==> config.mk <==
export PLATFORM = sky130hd
export DESIGN_NAME = dmem_arbiter
export DESIGN_NICKNAME = d
export VERILOG_FILES = /design/src/rtl/dmem_pkg.sv /design/src/rtl/rr_pick2.sv /design/src/rtl/dmem_arbiter.sv
export SDC_FILE = /design/constraint.sdc
export NUM_CORES = 1
export LEC_CHECK = 0
export BUFFER_PORTS_ARGS = -buffer_cell sky130_fd_sc_hd__buf_4
export CORE_ASPECT_RATIO = 0.6
export CORE_MARGIN = 2
export CORE_UTILIZATION = 41
export DETAILED_ROUTE_END_ITERATION = 8
export PLACE_DENSITY = 0.9
export SYNTH_ARGS = -nofsm -noshare
export SYNTH_HDL_FRONTEND = slang
export SYNTH_HIERARCHICAL = 1
export SYNTH_SLANG_ARGS = --single-unit
==> constraint.sdc <==
create_clock -name clk -period 2.8 [get_ports clk]
set_input_delay 0.28 -clock clk [delete_from_list [all_inputs] [get_ports clk]]
set_output_delay 0.28 -clock clk [all_outputs]
set_load 0.005 [all_outputs]
==> src/rtl/dmem_pkg.sv <==
// Shared definitions for the data-memory arbiter: owner state encoding,
// port indices and default bus widths.
package dmem_pkg;

    typedef enum logic [1:0] {
        IDLE = 2'd0,
        OWN0 = 2'd1,
        OWN1 = 2'd2
    } arb_state_e;

    localparam int CORE = 0;
    localparam int ACC  = 1;

    localparam int DMEM_ADDR_WIDTH     = 10;
    localparam int DMEM_DATA_WIDTH     = 32;
    localparam int DMEM_TRANSFER_WIDTH = DMEM_DATA_WIDTH / 8;
    localparam int DMEM_MAX_BURST      = 8;
    localparam int BURST_CNT_WIDTH     = 8;

endpackage

==> src/rtl/rr_pick2.sv <==
// Two-way round-robin pick with a lock override that lets port 1 keep
// ownership until its burst limit is reached.
module rr_pick2
    import dmem_pkg::*;
(
    input  logic [1:0] req,
    input  arb_state_e last_owner,
    input  logic       lock,
    input  logic       burst_limit,
    output logic [1:0] gnt
);

    always_comb begin
        gnt = '0;
        case (req)
            2'b01: gnt[CORE] = 1'b1;
            2'b10: gnt[ACC]  = 1'b1;
            2'b11: begin
                // Locked engine bursts win until the limit; otherwise alternate,
                // with the core favoured when nobody owned the memory last.
                if (last_owner == OWN1 && lock && !burst_limit)
                    gnt[ACC] = 1'b1;
                else if (last_owner == OWN0)
                    gnt[ACC] = 1'b1;
                else
                    gnt[CORE] = 1'b1;
            end
            default: gnt = '0;
        endcase
    end

endmodule

==> src/rtl/dmem_arbiter.sv <==
// Shares dataMem between the CPU load/store unit (port 0) and the matrix
// engine (port 1); grants are combinational, read data returns one cycle later.
module dmem_arbiter
    import dmem_pkg::*;
#(
    parameter int ADDR_WIDTH     = DMEM_ADDR_WIDTH,
    parameter int DATA_WIDTH     = DMEM_DATA_WIDTH,
    parameter int TRANSFER_WIDTH = DATA_WIDTH / 8,
    parameter int MAX_BURST      = DMEM_MAX_BURST
) (
    input  logic                      clk,
    input  logic                      rst,

    input  logic                      p0_req,
    input  logic                      p0_we,
    input  logic [ADDR_WIDTH-1:0]     p0_addr,
    input  logic [DATA_WIDTH-1:0]     p0_wdata,
    input  logic [TRANSFER_WIDTH-1:0] p0_wstrb,
    output logic                      p0_gnt,
    output logic                      p0_rvalid,
    output logic [DATA_WIDTH-1:0]     p0_rdata,

    input  logic                      p1_req,
    input  logic                      p1_we,
    input  logic [ADDR_WIDTH-1:0]     p1_addr,
    input  logic [DATA_WIDTH-1:0]     p1_wdata,
    input  logic [TRANSFER_WIDTH-1:0] p1_wstrb,
    input  logic                      p1_lock,
    output logic                      p1_gnt,
    output logic                      p1_rvalid,
    output logic [DATA_WIDTH-1:0]     p1_rdata,

    output logic                      mem_we,
    output logic [ADDR_WIDTH-1:0]     mem_addr,
    output logic [DATA_WIDTH-1:0]     mem_wdata,
    output logic [TRANSFER_WIDTH-1:0] mem_wstrb,
    input  logic [DATA_WIDTH-1:0]     mem_rdata
);

    localparam logic [BURST_CNT_WIDTH-1:0] BURST_MAX = BURST_CNT_WIDTH'(MAX_BURST);

    arb_state_e                 state;
    arb_state_e                 state_next;
    logic [BURST_CNT_WIDTH-1:0] burst_cnt;
    logic                       burst_limit;
    logic [1:0]                 gnt;

    assign burst_limit = (burst_cnt >= BURST_MAX);

    rr_pick2 u_pick (
        .req         ({p1_req, p0_req}),
        .last_owner  (state),
        .lock        (p1_lock),
        .burst_limit (burst_limit),
        .gnt         (gnt)
    );

    assign p0_gnt = gnt[CORE];
    assign p1_gnt = gnt[ACC];

    always_ff @(posedge clk or posedge rst) begin
        if (rst)
            state <= IDLE;
        else
            state <= state_next;
    end

    always_comb begin
        state_next = IDLE;
        if (gnt[CORE])
            state_next = OWN0;
        else if (gnt[ACC])
            state_next = OWN1;
    end

    always_comb begin
        mem_we    = 1'b0;
        mem_addr  = '0;
        mem_wdata = '0;
        mem_wstrb = '0;
        if (gnt[CORE]) begin
            mem_we    = p0_we;
            mem_addr  = p0_addr;
            mem_wdata = p0_wdata;
            mem_wstrb = p0_wstrb;
        end else if (gnt[ACC]) begin
            mem_we    = p1_we;
            mem_addr  = p1_addr;
            mem_wdata = p1_wdata;
            mem_wstrb = p1_wstrb;
        end
    end

    // Counts only engine grants that made the core wait; any relief for the core clears it.
    always_ff @(posedge clk or posedge rst) begin
        if (rst)
            burst_cnt <= '0;
        else if (gnt[CORE] || !p0_req)
            burst_cnt <= '0;
        else if (gnt[ACC] && !burst_limit)
            burst_cnt <= burst_cnt + 1'b1;
    end

    always_ff @(posedge clk or posedge rst) begin
        if (rst) begin
            p0_rvalid <= 1'b0;
            p0_rdata  <= '0;
            p1_rvalid <= 1'b0;
            p1_rdata  <= '0;
        end else begin
            p0_rvalid <= gnt[CORE] && !p0_we;
            p1_rvalid <= gnt[ACC] && !p1_we;
            if (gnt[CORE] && !p0_we)
                p0_rdata <= mem_rdata;
            if (gnt[ACC] && !p1_we)
                p1_rdata <= mem_rdata;
        end
    end

endmodule

=== Word-level counts from Yosys, hierarchy flattened ===
Index checks and enable logic that the tools add are counted.

* Input bits: 131
* Flip-flop bits (word level): 76
* Logic and storage cells: 42

* Mux-type cells: 18
* Add/sub/neg operators: 1
* Reduce and logical (&&, ||, !) cells: 11
* Magnitude comparators: 1
* Equality and inequality tests: 5

{| class="wikitable"
|+ Operator list
! cell !! count
|-
| 32-bit 2-to-1 mux || 2
|-
| 10-bit 2-to-1 mux || 2
|-
| 8-bit 2-to-1 mux || 2
|-
| 8-bit by 1-bit adder with 8-bit output (second input constant) || 1
|-
| 8-bit by 4-bit greater-or-equal comparator with 1-bit output (second input constant) || 1
|-
| 4-bit 2-to-1 mux || 2
|-
| 2-bit equality test (second input constant) || 3
|-
| 1-bit 2-to-1 mux || 6
|-
| 1-bit logical AND || 5
|-
| 2-bit by 1-bit equality test with 1-bit output (second input constant) || 2
|-
| 1-bit logical NOT || 4
|-
| 2-bit 2-to-1 mux || 2
|-
| 1-bit one-hot mux with 2 select lines || 2
|-
| 2-bit nonzero test || 1
|-
| 1-bit logical OR || 1
|}

=== Longest topological paths before layout ===
Gate-level depths: netlist of run 1.

* Word-level depth: 8
* Mapped depth: 9

=== Hierarchy ===
The synthesis of run 1 kept the hierarchy.

{| class="wikitable"
|+ Modules (own cells, without submodules)
! module !! area each (um2) !! cells an instance !! instances
|-
| dmem_arbiter || 3399.5 || 243 || 1
|-
| rr_pick2 || 45.0 || 6 || 1
|}

=== Worst setup path before layout of run 1 ===
Ideal clock, no wire load.

* Kind: reg-to-output
* Start point: reg burst_cnt[3]
* End point: out mem_wdata[0]
* Arrival time: 2.378 ns
* Path slack: 0.142 ns
* Stages on the path, launching flop included: 9
* Buffers on the path: 2
* Cell sequence: dfrtp_1 or3_4 or3_1 nand4bb_1 a31oi_1 nor2b_1 buf_2 buf_2 a22o_1

* Cells in the longest elaborated chain, start to end: 7

{| class="wikitable"
|+ Ends and longest elaborated chain
! item !! line !! source
|-
| start: declaration || dmem_arbiter.sv:44 || <nowiki>logic [BURST_CNT_WIDTH-1:0] burst_cnt;</nowiki>
|-
| start signal: assignment || dmem_arbiter.sv:101 || <nowiki>burst_cnt <= burst_cnt + 1'b1;</nowiki>
|-
| 8-bit by 4-bit greater-or-equal comparator with 1-bit output || dmem_arbiter.sv:48 || <nowiki>assign burst_limit = (burst_cnt >= BURST_MAX);</nowiki>
|-
| via burst_limit || dmem_arbiter.sv:45 || <nowiki>logic burst_limit;</nowiki>
|-
| 1-bit logical NOT || rr_pick2.sv:21 || <nowiki>if (last_owner == OWN1 && lock && !burst_limit)</nowiki>
|-
| 1-bit logical AND || rr_pick2.sv:21 ||
|-
| 1-bit 2-to-1 mux || rr_pick2.sv:21 ||
|-
| 1-bit one-hot mux with 2 select lines || rr_pick2.sv:15 || <nowiki>case (req)</nowiki>
|-
| via p1_gnt || dmem_arbiter.sv:29 || <nowiki>output logic p1_gnt,</nowiki>
|-
| 32-bit 2-to-1 mux || dmem_arbiter.sv:86 || <nowiki>end else if (gnt[ACC]) begin</nowiki>
|-
| 32-bit 2-to-1 mux || dmem_arbiter.sv:81 || <nowiki>if (gnt[CORE]) begin</nowiki>
|-
| end: declaration || dmem_arbiter.sv:35 || <nowiki>output logic [DATA_WIDTH-1:0] mem_wdata,</nowiki>
|}

The timed path passes the listed nets, and every way through them passes these cells.

=== Worst setup path in the final report of run 1 ===
* Start point: reg burst_cnt[5]
* End point: out mem_wdata[20]

* Cells in the longest elaborated chain, start to end: 7

{| class="wikitable"
|+ Ends and longest elaborated chain
! item !! line
|-
| 8-bit by 4-bit greater-or-equal comparator with 1-bit output * || dmem_arbiter.sv:48
|-
| via burst_limit || dmem_arbiter.sv:45
|-
| 1-bit logical NOT * || rr_pick2.sv:21
|-
| 1-bit logical AND * || rr_pick2.sv:21
|-
| 1-bit 2-to-1 mux || rr_pick2.sv:21
|-
| 1-bit one-hot mux with 2 select lines || rr_pick2.sv:15
|-
| 32-bit 2-to-1 mux || dmem_arbiter.sv:86
|-
| 32-bit 2-to-1 mux * || dmem_arbiter.sv:81
|}

Mark *: on every way through the listed nets, which the timed path passes. The rest lies on a longest branch.

==> results by group, run 1 <==
Run status
  • Status: finished, violations left
  • Violated checks: negative setup slack

Timing
  • Final worst-path setup slack: -0.136 ns
  • Slew @ Worst Pin: 0.818 ns
  • Max-slew violations: 0
  • Top achievable clock speed: 341 MHz
  • Tcrit/Tclk final: 105%
  • Final hold violations: 0
  • Unrepaired setup endpoints after global routing: yes
  • Post-route minimum period: 2.94 ns
  • Setup Skew: 0.00583 ns
  • Slew margin rel.: 45.4%
  • # setup viols final: 47

Global route
  • First-pass GRT wire length: 15.9 mm
  • Initial antenna violation count: 0
  • Largest net degree at the start of global routing: 40
  • GRT overflow: 0
  • Total GRT Usage: 23.3%
  • Number of global-route vias before repair: 3,077

CTS
  • Maximum clock insertion buffer count: 2
  • Clock sink total: 76
  • Root buffer cell: clkbuf_16
  • CTS tree: yes
  • Cts bufs inserted: 9
  • Clock transition at path regs: 0.06 ns
  • Skew-Pair Late Insertion Delay: 0.33 ns
  • # H-tree levels: 3

Synth
  • Post-Syn Area per Cell: 13.8 µm²
  • Yosys top cell by area: dfrtp_1
  • Top FF cell, synth: dfrtp_1
  • Seq/Total Area, Yosys: 55.2%
  • Synth cell types: 29
  • EDFF count, synth: 0
  • Yosys warns: 6
  • Synthesis-stage register bit count: 76
  • Synth area leaders: dfrtp_1, mux2_2, a22o_1, buf_6, mux2_1
  • Share of the synthesized area in the top cell type: 55.2%
  • Synth cell count leaders: dfrtp_1, mux2_2, a22o_1
  • Mapped cell area: 3440 µm²
  • Syn nets: 382
  • Async SR Flop Fraction: 100%
  • Most common cell in the synthesized netlist: dfrtp_1
  • Syn Inst Count: 249

Critical path
  • Startpoint types: register
  • Origin of the critical flop-to-flop path: burst_cnt[5]$_DFFE_PP0P_
  • R2R setup slack: 0.11 ns
  • FF-to-FF path depth: 9
  • CP endpoint kind: output port
  • CP arrival: 2.66 ns
  • Crit Reg-Reg Endpoint: burst_cnt[2]$_DFFE_PP0P_
  • WS Path Type: reg -> out
  • CP max FO: 11
  • Worst endpoint required time: 2.52 ns

Routing
  • First drt pass iteration count: 4
  • Vias: 3,090
  • Detail Route Antenna Nets: 0
  • DR vias/cell: 4.98
  • Total Wirelength: 11.9 mm
  • Routed wire per std cell: 19.1 µm
  • Starting DRT DRC Count: 107
  • Residual DRC count: 0

Final layout
  • Number of diodes: 0
  • Proportion of layout cells with a drive suffix above 1: 68.8%
  • Area Growth Syn to Fin: 73.5%
  • Nets@finish: 641
  • Final core utilization: 74.6%

Die
  • Die Y: 75 µm
  • Core box area: 8010 µm²
  • Die area: 9170 µm²
  • Io pins: 246
  • Die width: 122 µm
  • Cell Rows: 25
  • Starting density of the core: 43.0%

Pwr
  • Cell Pwr Density: 597 nW/µm²
  • Peak VDD IR: 0.000493 V
  • Comb pwr share: 28.7%
  • NetSw: 0.881 mW
  • Leak pwr: 2.97 nW
  • Sw Share: 24.7%
  • Internal power: 2.68 mW
  • Register share of total power: 39.1%
  • Clock share of power: 32.2%

Place
  • Dpl ws: 0.0701 ns
  • DP HPWL: 8.62 mm
  • GP Congestion: 0.825
  • Number of I/O port buffers: 245

Worst hold path
  • Class of the worst hold path: in -> async

Job
  • Max Cap Viol: 0
-- logic make-up after synthesis --
logic type	synth area share (%)
flops	55.2
mux	21.2
compound gates	13.1
simple gates	5.34
buf+inv	4.36
fa+ha+maj	0.726
-- metrics by stage --
| step | area [µm²] | TNS [ns] | instances | power (mW) | hold WS, ns |
|---|---|---|---|---|---|
| CTS | 5860 | -3.95 | 616 | 3.58 | 0.140 |
| global route | 5980 | -7.93 | 621 | 3.74 | 0.162 |
| detailed placement | 5420 | 0 | 592 | 2.38 | 0.485 |
| global placement | 5420 | 0 | 592 | 2.33 | 0.473 |
| floorplan | 3440 | 0 | 249 | 1.74 | 0.412 |
| finish | 5980 | -4.53 | 621 | 3.57 | 0.119 |
-- placed cells by master (no fill, tap or decap), types with 2 or more instances in the layout --
| cell type | instances |
|---|---|
| nand3_1 | 3 |
| o21ai_0 | 2 |
| buf_4 | 254 |
| and2_1 | 4 |
| a21boi_0 | 2 |
| dfrtp_1 | 76 |
| clkbuf_16 | 12 |
| or3_4 | 2 |
| clkinv_2 | 4 |
| mux2_2 | 58 |
| a22o_1 | 45 |
| nor3_1 | 2 |
| buf_12 | 5 |
| nor2b_4 | 2 |
| o21ai_2 | 2 |
| inv_1 | 4 |
| clkbuf_8 | 2 |
| mux2_1 | 6 |
| buf_8 | 3 |
| nand2_1 | 6 |
| nand2b_1 | 2 |
| ha_1 | 2 |
-- registers in the layout, summed over array words and instances (netlist names) --
name       cells
p1_rdata      32
burst_cnt      8
p0_rdata      32
p0_rvalid      1
p1_rvalid      1
state          2
-- worst max-delay path by stage --
stage / startpoint / to / slack, ns / cells after the start
6_report: burst_cnt[5]$_DFFE_PP0P_ / mem_wdata[20] / -0.14 / 9
5_1_grt: burst_cnt[5]$_DFFE_PP0P_ / mem_wdata[20] / -0.20 / 9
4_1_cts: burst_cnt[5]$_DFFE_PP0P_ / mem_wdata[0] / -0.12 / 9
3_5_place_dp: burst_cnt[3]$_DFFE_PP0P_ / mem_wdata[0] / 0.07 / 8
3_3_place_gp: burst_cnt[3]$_DFFE_PP0P_ / mem_wdata[16] / 0.16 / 8
2_1_floorplan: burst_cnt[3]$_DFFE_PP0P_ / mem_wdata[0] / 0.14 / 8
-- timing repair --
item | 4_1_cts | 5_1_grt
pin swaps | 4 | 5
resized for setup | 11 | 6
endpoints found under the setup margin | 47 | 48
gates cloned | 1 | 4
buffers inserted | 7 | 1
hold buffers | 0 | 0
-- layout make-up --
class	count	area, µm²
fillers	550	2030
inverters	5	18.8
well taps	108	135
repair buffers	267	2170
multi-input cells	149	1450
clock buffers	11	253
flip-flops and latches	76	1900
clock inverters	5	50.0
-- critical path, stage by stage (launching register included) --
cell and delay [ns]:
dfrtp_1 0.38, or3_4 0.39, or3_4 0.35, nand4bb_4 0.22
o211a_4 0.27, nor2b_4 0.16, buf_6 0.14, buf_12 0.13
a22o_1 0.15, buf_4 0.13
-- metal layers --
| layer | up-vias | global-route usage (%) | part of all wire (%) |
|---|---|---|---|
| met2 | 125 | 38.3 | 51 |
| met3 | 18 | 9.09 | 7.9 |
| met5 | - | 0 | 0 |
| met1 | 1508 | 28.7 | 40 |
| li1 | 1439 | - | - |
| met4 | 0 | 7.79 | 1.6 |
-- power groups by stage --
stage          logic, mW  registers, mW  clock network, mW
3_3_place_gp       0.939           1.39                  0
5_1_grt             1.10           1.42               1.23
3_5_place_dp       0.971           1.41                  0
2_1_floorplan      0.333           1.41                  0
4_1_cts             1.00           1.40               1.18
6_report            1.02           1.39               1.15
Power figures use the tool's default switching activity.
==> run 2: changes to the inputs <==
--- a/config.mk
+++ b/config.mk
@@ -5,12 +5,14 @@
 export SDC_FILE = /design/constraint.sdc
 export NUM_CORES = 1
 export LEC_CHECK = 0
+export ABC_AREA = 1
 export BUFFER_PORTS_ARGS = -buffer_cell sky130_fd_sc_hd__buf_4
 export CORE_ASPECT_RATIO = 0.6
 export CORE_MARGIN = 2
-export CORE_UTILIZATION = 41
+export CORE_UTILIZATION = 42
 export DETAILED_ROUTE_END_ITERATION = 8
-export PLACE_DENSITY = 0.9
+export PLACE_DENSITY = 0.91
+export SETUP_SLACK_MARGIN = 0.15
 export SYNTH_ARGS = -nofsm -noshare
 export SYNTH_HDL_FRONTEND = slang
 export SYNTH_HIERARCHICAL = 1
==> results by group, run 2 <==
Run status
  • Status: complete, no violations

Die
  • Io pins: 246 (unchanged)
  • Die area: 9300 µm² (+1.4%)
  • Die Y: 75.5 µm (+0.67%)
  • Starting density of the core: 42.6% (-0.38 points)
  • Die width: 123 µm (+0.68%)
  • Cell Rows: 26 (+4.0%)
  • Core box area: 8390 µm² (+4.8%)

Synth
  • Yosys warns: 6 (unchanged)
  • Yosys top cell by area: dfrtp_1
  • Top FF cell, synth: dfrtp_1
  • Syn nets: 502 (+31%)
  • Most common cell in the synthesized netlist: nand2_1
  • Synth area leaders: dfrtp_1, a22o_1, nand2_1, o21ai_2, inv_1
  • Post-Syn Area per Cell: 9.70 µm² (-30%)
  • Synth cell types: 18 (-38%)
  • EDFF count, synth: 0 (unchanged)
  • Seq/Total Area, Yosys: 53.1% (-2.1 points)
  • Synth cell count leaders: nand2_1, dfrtp_1, a22o_1
  • Async SR Flop Fraction: 100% (unchanged)
  • Syn Inst Count: 369 (+48%)
  • Mapped cell area: 3580 µm² (+3.9%)
  • Synthesis-stage register bit count: 76 (unchanged)
  • Share of the synthesized area in the top cell type: 53.1% (-2.1 points)

Pwr
  • Register share of total power: 36.4% (-2.7 points)
  • Leak pwr: 3.19 nW (+7.3%)
  • Peak VDD IR: 0.000404 V (-18%)
  • Comb pwr share: 26.4% (-2.3 points)
  • Clock share of power: 37.2% (+5.0 points)
  • Internal power: 2.86 mW (+6.4%)
  • Cell Pwr Density: 647 nW/µm² (+8.4%)
  • Sw Share: 24.8% (+0.13 points)
  • NetSw: 0.944 mW (+7.1%)

CTS
  • Cts bufs inserted: 9 (unchanged)
  • Skew-Pair Late Insertion Delay: 0.32 ns (about the same)
  • # H-tree levels: 3 (unchanged)
  • Clock sink total: 76 (unchanged)
  • Setup repair bufs after CTS: 0 (-7)
  • Clock transition at path regs: 0.06 ns (about the same)
  • Maximum clock insertion buffer count: 2 (unchanged)
  • CTS tree: yes
  • Root buffer cell: clkbuf_16

Place
  • GP Congestion: 0.836 (+1.4%)
  • Number of I/O port buffers: 245 (unchanged)
  • Placed Cells: 710 (+20%)
  • DP HPWL: 9.33 mm (+8.3%)

Final layout
  • Number of diodes: 0 (unchanged)
  • # fillers: 653 (+19%)
  • Nets@finish: 743 (+16%)
  • Largest regs: p0_rdata (32), p1_rdata (32), burst_cnt (8)
  • Non-Filler Instances: 726 (+17%)
  • Area Growth Syn to Fin: 64.1%
  • Commonest non-fill, non-tap cell in the layout: buf_4
  • Commonest non-fill, non-tap cells in the layout: buf_4, nand2_1, dfrtp_1, a22o_1, inv_1
  • Proportion of layout cells with a drive suffix above 1: 50.3% (-18 points)

Timing
  • Tcrit/Tclk final: 87.4% (-17 points)
  • Max-slew violations: 0 (unchanged)
  • Unrepaired setup endpoints after global routing: no
  • Setup TNS: 0 ns (+4.53 ns)
  • # setup viols final: 0 (-100%)
  • Top achievable clock speed: 409 MHz (+20%)
  • Post-route minimum period: 2.45 ns (-0.489 ns)
  • Slew @ Worst Pin: 1.05 ns (+0.236 ns)
  • Final hold violations: 0 (unchanged)
  • Setup Skew: 0.00557 ns (-0.000259 ns)
  • Slew margin rel.: 29.6% (-16 points)

Critical path
  • Startpoint types: register
  • CP max FO: 24 (+13)
  • CP endpoint kind: output port
  • Crit path to: mem_wdata[19]
  • Origin of the critical flop-to-flop path: burst_cnt[4]$_DFFE_PP0P_
  • CP arrival: 2.17 ns (-0.49 ns)
  • Worst endpoint required time: 2.52 ns (about the same)
  • FF-to-FF path depth: 10 (+1)
  • WS Path Type: reg -> out
  • Crit Reg-Reg Endpoint: p1_rdata[11]$_DFFE_PP0P_
  • R2R setup slack: 0.66 ns (+0.55 ns)
  • Critical Path Start: burst_cnt[4]$_DFFE_PP0P_

Global route
  • Number of global-route vias before repair: 3,285 (+6.8%)
  • Total GRT Usage: 23.9% (+0.56 points)
  • First-pass GRT wire length: 16.6 mm (+4.5%)
  • Initial antenna violation count: 0 (unchanged)
  • GRT overflow: 0 (unchanged)
  • Largest net degree at the start of global routing: 65 (+63%)

Routing
  • Total Wirelength: 12.1 mm (+1.8%)
  • Starting DRT DRC Count: 179 (+67%)
  • First drt pass iteration count: 6 (+2)
  • Routed wire per std cell: 16.6 µm (-13%)
  • DR vias/cell: 4.92 (-1.2%)
  • Residual DRC count: 0 (unchanged)
  • Vias: 3,570 (+16%)
  • Detail Route Antenna Nets: 0 (unchanged)

Job
  • Max Cap Viol: 0 (unchanged)

Worst hold path
  • Class of the worst hold path: in -> async
==> run 2: changes by cell type after synthesis, moves of 4 or more <==
cell,change
o21ai_2,+32
o21ai_1,+32
and2_1,-4
nand3_1,+6
mux2_2,-58
inv_1,+40
nor2_1,+10
nand2_1,+75
o21ai_0,-4
mux2_1,-6
inv_2,+5
==> run 2: critical path, stage by stage, from the launching register on <==
cell	delay, ns
dfrtp_1	0.37
nor2_1	0.14
nand3_1	0.11
nor2_1	0.10
nand2_1	0.12
a21oi_4	0.24
inv_2	0.10
nor2_4	0.15
buf_12	0.19
a22o_1	0.20
buf_4	0.13
==> run 2: per-stage QoR <==
step / instance area (µm²) / utilization (%) / hold slack, ns / setup slack, ns / power (mW)
after global routing: 5870 / 70.0 / 0.113 / 0.155 / 3.99
after detailed placement: 5450 / 64.9 / 0.435 / 0.368 / 2.39
after global placement: 5450 / 64.9 / 0.421 / 0.527 / 2.35
final: 5870 / 70.0 / 0.0733 / 0.354 / 3.80
after floorplan: 3580 / - / 0.345 / 0.582 / 1.78
after CTS: 5830 / 69.4 / 0.0916 / 0.229 / 3.81
==> run 2: final cells by class <==
type / count / area (µm²) / share of cell area [%]
multi-input combinational: 221 / 1340 / 22.8
sequential: 76 / 1900 / 32.4
clock inverter: 4 / 120 / 2.05
clock buffer: 11 / 253 / 4.30
timing repair buffer: 252 / 1930 / 32.9
tap: 112 / 140 / 2.39
inverter: 50 / 188 / 3.20
==> run 2: worst min-delay path by stage <==
| stage | start | to | slack [ns] |
|---|---|---|---|
| 3_3_place_gp | rst | p1_rdata[13]$_DFFE_PP0P_ | 0.42 |
| 3_5_place_dp | rst | p0_rdata[16]$_DFFE_PP0P_ | 0.44 |
| 2_1_floorplan | p1_we | p1_rvalid$_DFF_PP0_ | 0.35 |
| 6_report | rst | p0_rdata[16]$_DFFE_PP0P_ | 0.07 |
| 5_1_grt | rst | p1_rdata[14]$_DFFE_PP0P_ | 0.11 |
| 4_1_cts | rst | p1_rdata[28]$_DFFE_PP0P_ | 0.09 |
==> run 2: cells by family after synthesis <==
group / share of synthesized area [%]
AO/OA/AOI/OAI: 24.0
buffers and inverters: 9.97
adder cells (fa/ha/maj): 0.699
XOR/XNOR: 0.245
flip-flops: 53.1
AND/OR/NAND/NOR: 12.0
==> run 2: what timing repair did <==
action | in CTS | in global routing
pin swaps | 0 | 0
endpoints found under the hold margin | 0 | 0
cloned | 0 | 1
resized for setup | 2 | 5
hold buffers | 0 | 0
setup endpoints to repair | 46 | 46
==> run 2: power by group through the flow <==
stage	combinational (mW)	clock [mW]	sequential, mW
after floorplan	0.383	0	1.40
after global placement	0.960	0	1.39
after detailed placement	0.994	0	1.40
after CTS	0.998	1.43	1.38
after global routing	1.10	1.49	1.40
final	1.00	1.41	1.38
==> run 2: layer usage <==
layer / up-vias / GRT usage, % / share of wire (%)
met5: - / 0 / 0
met1: 1715 / 32.8 / 43
li1: 1708 / - / -
met3: 12 / 5.91 / 5.8
met2: 135 / 38.7 / 50
met4: 0 / 5.56 / 1.1
==> run 3: changes to the inputs <==
--- a/config.mk
+++ b/config.mk
@@ -7,7 +7,7 @@
 export LEC_CHECK = 0
 export ABC_AREA = 1
 export BUFFER_PORTS_ARGS = -buffer_cell sky130_fd_sc_hd__buf_4
-export CORE_ASPECT_RATIO = 0.6
+export CORE_ASPECT_RATIO = 1.75
 export CORE_MARGIN = 2
 export CORE_UTILIZATION = 42
 export DETAILED_ROUTE_END_ITERATION = 8
==> results by group, run 3 (same netlist as run 2, synthesis figures left out) <==
Run status
  • Status: complete, no violations

Place
  • Number of I/O port buffers: 245 (unchanged)
  • DP Area: 5460 µm² (+0.16%)
  • GP Congestion: 0.911 (+9.0%)
  • Dpl ws: 0.375 ns (+0.00706 ns)
  • Placed Cells: 711 (+0.14%)
  • DP HPWL: 11.3 mm (+21%)

Die
  • Io pins: 246 (unchanged)
  • Die width: 73.8 µm (-40%)
  • Starting density of the core: 43.0% (+0.41 points)
  • Die area: 9300 µm² (about the same)
  • Cell Rows: 44 (+69%)
  • Die Y: 126 µm (+67%)
  • Core box area: 8310 µm² (-0.95%)

Pwr
  • Peak VDD IR: 0.000468 V (+16%)
  • Cell Pwr Density: 615 nW/µm² (-4.9%)
  • Register share of total power: 38.9% (+2.5 points)
  • Total power: 3.58 mW (-5.9%)
  • Sw Share: 27.8% (+2.9 points)
  • Internal power: 2.58 mW (-9.5%)
  • Clock share of power: 32.7% (-4.5 points)
  • NetSw: 0.992 mW (+5.1%)
  • Leak pwr: 3.16 nW (-1.1%)
  • Comb pwr share: 28.4% (+2.0 points)

Routing
  • Residual DRC count: 0 (unchanged)
  • Total Wirelength: 14.6 mm (+21%)
  • DR vias/cell: 5.05 (+2.7%)
  • Detail Route Antenna Nets: 0 (unchanged)
  • First drt pass iteration count: 4 (-2)
  • Vias: 3,681 (+3.1%)
  • Starting DRT DRC Count: 147 (-18%)
  • Routed wire per std cell: 20.0 µm (+20%)

Global route
  • Initial antenna violation count: 0 (unchanged)
  • Total GRT Usage: 31.0% (+7.1 points)
  • GRT overflow: 0 (unchanged)
  • Number of global-route vias before repair: 3,718 (+13%)
  • Largest net degree at the start of global routing: 77 (+18%)
  • First-pass GRT wire length: 20.5 mm (+23%)

Worst hold path
  • Class of the worst hold path: in -> async

Timing
  • Unrepaired setup endpoints after global routing: no
  • Top achievable clock speed: 403 MHz (-1.5%)
  • Max-slew violations: 0 (unchanged)
  • Slew @ Worst Pin: 1.04 ns (-0.0104 ns)
  • Final hold violations: 0 (unchanged)
  • Slew margin rel.: 30.4% (+0.79 points)
  • Tcrit/Tclk final: 88.7% (+1.4 points)
  • Setup TNS: 0 ns (unchanged)
  • Final worst-path setup slack: 0.316 ns (-0.0378 ns)
  • Post-route minimum period: 2.48 ns (+0.0378 ns)
  • # setup viols final: 0 (unchanged)
  • Setup Skew: 0.00798 ns (+0.00242 ns)

Final layout
  • Non-Filler Instances: 729 (+0.41%)
  • Final Cell Area: 5810 µm² (-1.1%)
  • Commonest non-fill, non-tap cell in the layout: buf_4
  • Nets@finish: 741 (-0.27%)
  • Largest regs: p0_rdata (32), p1_rdata (32), burst_cnt (8)
  • Proportion of layout cells with a drive suffix above 1: 50.3% (about the same)
  • Commonest non-fill, non-tap cells in the layout: buf_4, nand2_1, dfrtp_1, a22o_1, inv_1
  • Area Growth Syn to Fin: 62.4%

Critical path
  • WS Path Type: reg -> out
  • Startpoint types: register
  • CP endpoint kind: output port
  • CP arrival: 2.20 ns (+0.03 ns)
  • CP max FO: 24 (unchanged)
  • Worst endpoint required time: 2.52 ns (about the same)

CTS
  • Clock sink total: 76 (unchanged)
  • Root buffer cell: clkbuf_16
  • Skew-Pair Late Insertion Delay: 0.33 ns (about the same)
  • Maximum clock insertion buffer count: 2 (unchanged)
  • Cts bufs inserted: 9 (unchanged)
  • Setup repair bufs after CTS: 0 (unchanged)
  • CTS tree: yes
  • # H-tree levels: 3 (unchanged)
  • Cts-stage hold buffer count: 0 (unchanged)
  • Clock transition at path regs: 0.06 ns (about the same)

Job
  • Max Cap Viol: 0 (unchanged)
run 3: changes by cell type in the layout (fill, tap and decap cells not counted), sizes merged:
cell and delta:
buf -2, clkinv +3, diode +2, bufinv -3
run 3: worst max-delay path, stage by stage (launching register included):
cell and delay [ns]:
dfrtp_1 0.37, nor2_1 0.14, nand3_1 0.11, nor2_1 0.11, nand2_1 0.12, a21oi_4 0.20, inv_2 0.09, nor2_4 0.17
buf_12 0.19, a22o_1 0.22, buf_4 0.14
run 3: power groups by stage:
stage          registers [mW]  clock network [mW]  logic, mW
6_report                 1.39                1.17       1.02
2_1_floorplan            1.40                   0      0.383
4_1_cts                  1.39                1.19       1.01
3_5_place_dp             1.40                   0       1.00
3_3_place_gp             1.39                   0      0.973
5_1_grt                  1.41                1.23       1.10
run 3: worst paths after layout:
| check | slack [ns] | depth (start not counted) | startpoint | endpoint |
|---|---|---|---|---|
| setup / recovery | 0.32 | 10 | burst_cnt[4]$_DFFE_PP0P_ | mem_wdata[11] |
| hold reg to reg | 0.48 | 2 | p0_rdata[22]$_DFFE_PP0P_ | p0_rdata[22]$_DFFE_PP0P_ |
| setup reg to reg | 0.69 | 10 | burst_cnt[3]$_DFFE_PP0P_ | p1_rdata[25]$_DFFE_PP0P_ |
| min in group clk | 0.12 | 2 | p0_we | p0_rvalid$_DFF_PP0_ |
| hold / removal | 0.06 | 3 | rst | burst_cnt[3]$_DFFE_PP0P_ |
| max in group asynchronous | 2.44 | 3 | rst | burst_cnt[1]$_DFFE_PP0P_ |
run 3: timing repair:
action	in CTS	in global routing
gates cloned	0	1
resized for setup	3	2
pin swaps	0	1
endpoints found under the setup margin	46	46
run 3: stage by stage:
stage | hold slack, ns | utilization, %
after global placement | 0.406 | 65.6
after global routing | 0.0767 | 69.8
after floorplan | 0.345 | -
final | 0.0566 | 69.9
after CTS | 0.0653 | 69.4
after detailed placement | 0.419 | 65.6
run 3: final cells by class:
type                    count  area (µm²)
fillers                   637        2500
repair buffers            250        1930
flip-flops and latches     76        1900
multi-input cells         221        1340
clock buffers              11         253
inverters                  50         188
well taps                 115         144
clock inverters             4        48.8
diodes                      2        5.00
run 3: metal layers:
layer	GRT usage [%]	part of all wire, %
met5	0	0
met4	10.5	3.5
met3	16.3	12
met2	55.4	52
met1	29.0	32
